`src/rtl/bin2bcd_dabble_seq.sv`:
```
// Sequential double-dabble binary-to-BCD converter: one input bit per clock,
// valid/ready handshakes on the operand input and the BCD result output.
module bin2bcd_dabble_seq #(
  parameter int BIN_W      = 16,
  parameter int BCD_DIGITS = 5
) (
  input  logic                    clk,
  input  logic                    rst,
  input  logic                    in_valid,
  output logic                    in_ready,
  input  logic [BIN_W-1:0]        in_bin,
  output logic                    out_valid,
  input  logic                    out_ready,
  output logic [4*BCD_DIGITS-1:0] out_bcd,
  output logic                    overflow,
  output logic                    busy
);

  localparam int CNT_W = $clog2(BIN_W + 1);
  localparam int BCD_W = 4 * BCD_DIGITS;

  typedef enum logic [1:0] {
    IDLE  = 2'd0,
    SHIFT = 2'd1,
    DONE  = 2'd2
  } state_t;

  state_t             state_q, state_d;
  logic [BIN_W-1:0]   bin_sr_q, bin_sr_d;
  logic [BCD_W-1:0]   bcd_sr_q, bcd_sr_d;
  logic [BCD_W-1:0]   corr_s;
  logic               ovf_q, ovf_d;
  logic [CNT_W-1:0]   cnt_q, cnt_d;

  // Add-3 correction: a digit >= 5 becomes >= 8 so the following shift carries out.
  function automatic logic [3:0] bcd_digit_correct(input logic [3:0] digit);
    if (digit >= 4'd5) begin
      return digit + 4'd3;
    end else begin
      return digit;
    end
  endfunction

  for (genvar k = 0; k < BCD_DIGITS; k++) begin : g_corr
    assign corr_s[4*k +: 4] = bcd_digit_correct(bcd_sr_q[4*k +: 4]);
  end

  always_ff @(posedge clk) begin
    if (rst) begin
      state_q  <= IDLE;
      bin_sr_q <= {BIN_W{1'b0}};
      bcd_sr_q <= {BCD_W{1'b0}};
      ovf_q    <= 1'b0;
      cnt_q    <= {CNT_W{1'b0}};
    end else begin
      state_q  <= state_d;
      bin_sr_q <= bin_sr_d;
      bcd_sr_q <= bcd_sr_d;
      ovf_q    <= ovf_d;
      cnt_q    <= cnt_d;
    end
  end

  always_comb begin
    state_d = state_q;
    case (state_q)
      IDLE: begin
        if (in_valid) state_d = SHIFT;
        else          state_d = IDLE;
      end
      SHIFT: begin
        if (cnt_q == CNT_W'(1)) state_d = DONE;
        else                    state_d = SHIFT;
      end
      DONE: begin
        if (out_ready) state_d = IDLE;
        else           state_d = DONE;
      end
      default: state_d = IDLE;
    endcase
  end

  // Datapath: load on accept, then correct-and-shift {bcd_sr, bin_sr} once per SHIFT cycle.
  always_comb begin
    bin_sr_d = bin_sr_q;
    bcd_sr_d = bcd_sr_q;
    ovf_d    = ovf_q;
    cnt_d    = cnt_q;
    if (state_q == IDLE && in_valid) begin
      bin_sr_d = in_bin;
      bcd_sr_d = {BCD_W{1'b0}};
      ovf_d    = 1'b0;
      cnt_d    = CNT_W'(BIN_W);
    end else if (state_q == SHIFT) begin
      bcd_sr_d = {corr_s[BCD_W-2:0], bin_sr_q[BIN_W-1]};
      bin_sr_d = {bin_sr_q[BIN_W-2:0], 1'b0};
      ovf_d    = ovf_q | corr_s[BCD_W-1];
      cnt_d    = cnt_q - CNT_W'(1);
    end else begin
      bin_sr_d = bin_sr_q;
      bcd_sr_d = bcd_sr_q;
    end
  end

  always_comb begin
    in_ready  = 1'b0;
    out_valid = 1'b0;
    busy      = 1'b0;
    case (state_q)
      IDLE:    in_ready  = 1'b1;
      SHIFT:   busy      = 1'b1;
      DONE:    out_valid = 1'b1;
      default: in_ready  = 1'b0;
    endcase
  end

  assign out_bcd  = bcd_sr_q;
  assign overflow = ovf_q;

endmodule

```
`config.mk`:
```
export PLATFORM = sky130hd
export DESIGN_NAME = bin2bcd_dabble_seq
export DESIGN_NICKNAME = d
export VERILOG_FILES = /design/src/rtl/bin2bcd_dabble_seq.sv
export SDC_FILE = /design/constraint.sdc
export NUM_CORES = 1
export LEC_CHECK = 0
export BUFFER_PORTS_ARGS = -buffer_cell sky130_fd_sc_hd__buf_2
export CORE_ASPECT_RATIO = 1.75
export CORE_UTILIZATION = 55
export CTS_BUF_LIST = sky130_fd_sc_hd__clkbuf_2 sky130_fd_sc_hd__clkbuf_4 sky130_fd_sc_hd__clkbuf_8
export DETAILED_ROUTE_END_ITERATION = 8
export GPL_TIMING_DRIVEN = 0
export HOLD_SLACK_MARGIN = 0.02
export PLACE_DENSITY = 0.8
export SETUP_SLACK_MARGIN = 0.1
export SYNTH_ARGS = -nofsm -noshare
export SYNTH_HDL_FRONTEND = slang
export SYNTH_SLANG_ARGS = --single-unit
```
`constraint.sdc`:
```
create_clock -name clk -period 1.7 [get_ports clk]
set_input_delay 0.34 -clock clk [delete_from_list [all_inputs] [get_ports clk]]
set_output_delay 0.34 -clock clk [all_outputs]
set_load 0.1 [all_outputs]
```
# Yosys cells after proc, flatten, opt, wreduce, memory -nomap -nowiden
# Cells that the tools add are included.
# Widths: inputs -> output; s select.
# word_totals
wordCells,41
output_inout_bits,24
regBits,44
in_bits,20
# classes
eq_ne,3
add_sub_neg,6
reduce_logical,4
n_lt_le_gt_ge,5
mux,16
n_bitwise,1
# op_table
op,n
$mux 16,2
$add 4x2->4 const B,5
$ge 4x3->1 const B,5
$mux 4,5
$mux 5,2
$pmux 2 s3,1
$eq 5x1->1 const B,1
$sub 5x1->5 const B,1
$mux 1,4
$mux 2,2
$eq 2x1->1 const B,1
$eq 2x2->1 const B,1
$logic_not 2->1,1
$reduce_bool 2->1,1
$reduce_or 2->1,1
$logic_and 1x1->1,1
$or 1x1->1,1

# Depth between registers and ports, before layout
# depth
ltp_word,3
ltp_mapped,6

# Least setup slack after synthesis
# OpenSTA, ideal clock, no wires.
# synth_path
path_kind,register to register
from,register state_q[0]
to,register cnt_q[1]
t_arrival_ps,2351
synth_period_minus_slack_ps,2498
stages_incl_launch_ff,6
path_slack_ps,-798
path_cell_list,dfxtp_1 nor2_1 nand2_1 nand2b_1 clkbuf_1 a211oi_1
# synth_between
elab_chain_len,3
# synth_rtl
item,line_no,rtl
start: declaration,28,"state_t state_q, state_d;"
start signal: assignment,56,state_q <= state_d;
$logic_not 2->1,89,if (state_q == IDLE && in_valid) begin
$logic_and 1x1->1,89,
$reduce_or 2->1 (no line),-,
end signal: assignment,54,cnt_q <= {CNT_W{1'b0}};
end signal: assignment,60,cnt_q <= cnt_d;
end: declaration,33,"logic [CNT_W-1:0] cnt_q, cnt_d;"
# Parallel ways exist; a longest one is shown, timed or not.
# A chain may end at the register's enable or synchronous reset.

# Final worst setup path
# layout_path
from,register bcd_sr_q[7] (netlist: out_bcd[7])
to,output out_bcd[7]
# layout_rtl
item,line_no,rtl
start: declaration,30,"logic [BCD_W-1:0] bcd_sr_q, bcd_sr_d;"
start signal: assignment,52,bcd_sr_q <= {BCD_W{1'b0}};
start signal: assignment,58,bcd_sr_q <= bcd_sr_d;
end: declaration,14,"output logic [4*BCD_DIGITS-1:0] out_bcd,"
# No word-level cell between the ends.

==> flow_summary.json <==
{
  "placed_cells": 357,
  "power.density_mw_per_mm2": 900.5,
  "yosysSeqAreaShare": 0.3975,
  "vias": 2144,
  "register_area_um2": 930.9,
  "clkLatencyLatePin_ns": 0.30,
  "grt_pass1_vias": 2092,
  "core_area_mm2": 0.003866,
  "fmax_ghz": 0.6295,
  "antenna_found_initial": 0,
  "gr-total-overflow": 0,
  "clk_pin_slew_worst_paths_ns": 0.09,
  "drt_iter0_drc": 61,
  "grt_pass1_wl_mm": 8.949,
  "dp_hpwl_mm": 3.745,
  "cap_violations": 0,
  "drtAntennaViolNets": 0,
  "critPathRequiredTime_ns": 1.36,
  "cts_sinks": 44,
  "die_area_mm2": 0.004297,
  "port-buffer-count": 43,
  "wl_per_cell_um": 14.37,
  "tns_ns": 0,
  "drt_pass1_iterations": 4,
  "maxSlewViolCount": 0,
  "groute.usage.overall": 0.2641,
  "drive_gt1_frac": 0.3302,
  "root_buffer": "clkbuf_8",
  "worstPathArrival_ns": 1.25,
  "finalClockSkew_ns": 0.01126,
  "tightestPinTransition_ns": 0.5184,
  "h-tree-depth": 2,
  "crit_slowest_cell": "buf_2",
  "post-route-period-util": 0.9345,
  "clock_path_buffers": 2,
  "nFillCells": 334,
  "viasPerCell": 5.858,
  "rsz0062_at_grt": "true",
  "setup_viol": 0,
  "fin_total_pwr_w": 0.002526,
  "internal-power_w": 0.001754,
  "min_period_ns": 1.589,
  "cpPeakStageDelay_ns": 0.48,
  "initial_core_util": 0.5731,
  "p_seq_frac": 0.452,
  "holdWs_ns": 0.3309,
  "synth_top_cell_by_area": "dfxtp_1",
  "outcome": "completed",
  "comb_power_share": 0.210,
  "finalHoldViolations": 0,
  "stdcell_count": 366,
  "crit_chain": "buf_2",
  "ys_seq_elements": 44,
  "synth.distinct_cells": 38,
  "grt_max_degree": 15,
  "wl_met3_um": 146,
  "critPathKind": "reg2out",
  "cts_buffers": 5,
  "synth_fp_nets": 298,
  "avgSynthCellArea_um2": 8.330,
  "swShare": 0.3058,
  "path_buf_inv": 1,
  "rows": 30,
  "synth_area_mm2": 0.002216,
  "synth_edf_count": 0,
  "critical_path.top_delay_family": "buffers and inverters",
  "postPlaceCellArea_mm2": 0.002601,
  "drc_errors": 0,
  "slew_headroom": 0.6495,
  "highest_layer": "met4",
  "synthArstFlopShare": 0,
  "hold_path_class": "in2reg",
  "gp_congestion": 0.8400,
  "multiInputGateArea_mm2": 0.001292,
  "io_pins": 44,
  "totalWireLength_mm": 5.261,
  "p_switching_w": 0.0007724,
  "design_area_mm2": 0.002805,
  "synthFlopType": "dfxtp_1",
  "yosys.area.top_type_share": 0.3975,
  "clkPwrFrac": 0.338,
  "leakage_nw": 1.165,
  "yosysWarnings": 0,
  "nets": 349,
  "start_kind": "flop",
  "synth_area_leaders": "dfxtp_1 40%, ha_1 6.8%, nor2_1 6.1%, nor2b_1 4.5%, o22ai_1 4.2%",
  "routedLengthMet1_mm": 2.187,
  "synthCells": 266,
  "cts_tree": "yes",
  "dr_wl_met2_mm": 2.830,
  "peakVddDrop_uv": 935.9,
  "critical_path_peak_fanout": 7,
  "syn2layout_area_growth_pct": 26.60,
  "endpoint_kind": "output port",
  "antennaDiodeCount": 0,
  "die_x_um": 49.98,
  "chipHeight_um": 85.97
}
-- final timing paths --
| check | cells after the start | from | slack, ns | end |
|---|---|---|---|---|
| hold / removal | 3 | in_bin[0] | 0.33 | bin_sr_q[0]$_SDFFE_PP0P_ |
| setup / recovery | 1 | out_bcd[7]$_SDFFE_PP0P_ | 0.11 | out_bcd[7] |
| setup reg to reg | 6 | out_bcd[4]$_SDFFE_PP0P_ | 0.13 | out_bcd[5]$_SDFFE_PP0P_ |
| hold reg to reg | 2 | bin_sr_q[15]$_SDFFE_PP0P_ | 0.47 | out_bcd[0]$_SDFFE_PP0P_ |
-- power groups by stage --
| stage | combinational [W] | clock [W] | sequential (W) |
|---|---|---|---|
| final | 0.000531 | 0.000854 | 0.00114 |
| after global routing | 0.000579 | 0.000895 | 0.00115 |
| after CTS | 0.000527 | 0.000865 | 0.00114 |
| after detailed placement | 0.000504 | 0 | 0.00116 |
| after global placement | 0.000496 | 0 | 0.00116 |
| after floorplan | 0.000315 | 0 | 0.00123 |
-- layout by cell type (no fill, tap or decap), types with 4 or more instances in the layout --
cell,count
a31oi_1,8
inv_1,6
a211oi_1,10
dfxtp_1,26
dfxtp_4,11
o21ai_0,10
nand2_1,5
a21oi_1,15
nor2_1,35
a22o_1,4
nor2b_1,15
dfxtp_2,7
clkbuf_8,7
clkbuf_1,4
a41oi_1,4
o22ai_1,15
nand3_1,5
nand2b_1,7
ha_1,8
clkbuf_2,4
inv_2,8
nor3_1,15
nor3b_1,4
mux2i_1,4
buf_2,43
-- layout make-up --
type,count,share of cell area
sequential,44,0.3318
multi-input combinational,193,0.4607
clock inverter,2,0.01383
tap,48,0.02141
timing repair buffer,44,0.09099
inverter,15,0.02096
clock buffer,6,0.02944
buffer,14,0.03078
-- registers in the layout, summed over array words and instances, names as in the netlist --
signal	cells
bin_sr_q	16
overflow	1
out_bcd	20
state_q	2
cnt_q	5
-- cell families after synthesis --
family          Yosys count  share of synthesized area
simple gates             96                     0.2185
compound gates           77                     0.2281
flops                    44                     0.3975
buf+inv                  29                    0.05308
fa+ha+maj                12                    0.06776
mux                       5                    0.02315
xor+xnor                  3                    0.01186
-- worst register-to-register path, stage by stage (launching register included) --
cell       delay [ns]
dfxtp_4          0.36
inv_1            0.14
ha_2             0.23
nand2b_1         0.12
a2111oi_2        0.39
a41oi_1          0.09
a21oi_1          0.16
-- synthesized netlist by cell type (all sizes together), types with 5 or more instances --
library cell and instances:
dfxtp 44, nor2 37, a21oi 16, nor2b 16, inv 15, nor3 15
o22ai 15, ha 12, a211oi 11, o21ai 10, clkbuf 9, nand2b 9
a31oi 8, buf 5, nand2 5, nand3 5
-- stage by stage --
step	worst slack, ns	util
after floorplan	0.1002	-
after global placement	-0.09125	0.6728
after detailed placement	-0.1012	0.6728
after CTS	0.1077	0.7194
after global routing	0.05483	0.7256
final	0.1114	0.7256
-- timing repair --
| item | 4_1_cts | 5_1_grt |
|---|---|---|
| setup buffers | 1 | 0 |
| resized for setup | 15 | 13 |
| hold buffers | 0 | 0 |
| setup endpoints to repair | 4 | 19 |
-- per-layer routing --
metal / GRT usage / vias up
met3: 0.03901 / 9
met4: 0.1039 / 0
met5: 0 / -
met2: 0.4958 / 54
li1: - / 1067
met1: 0.2840 / 1014
No activity file was read; power rests on OpenSTA's default activity.
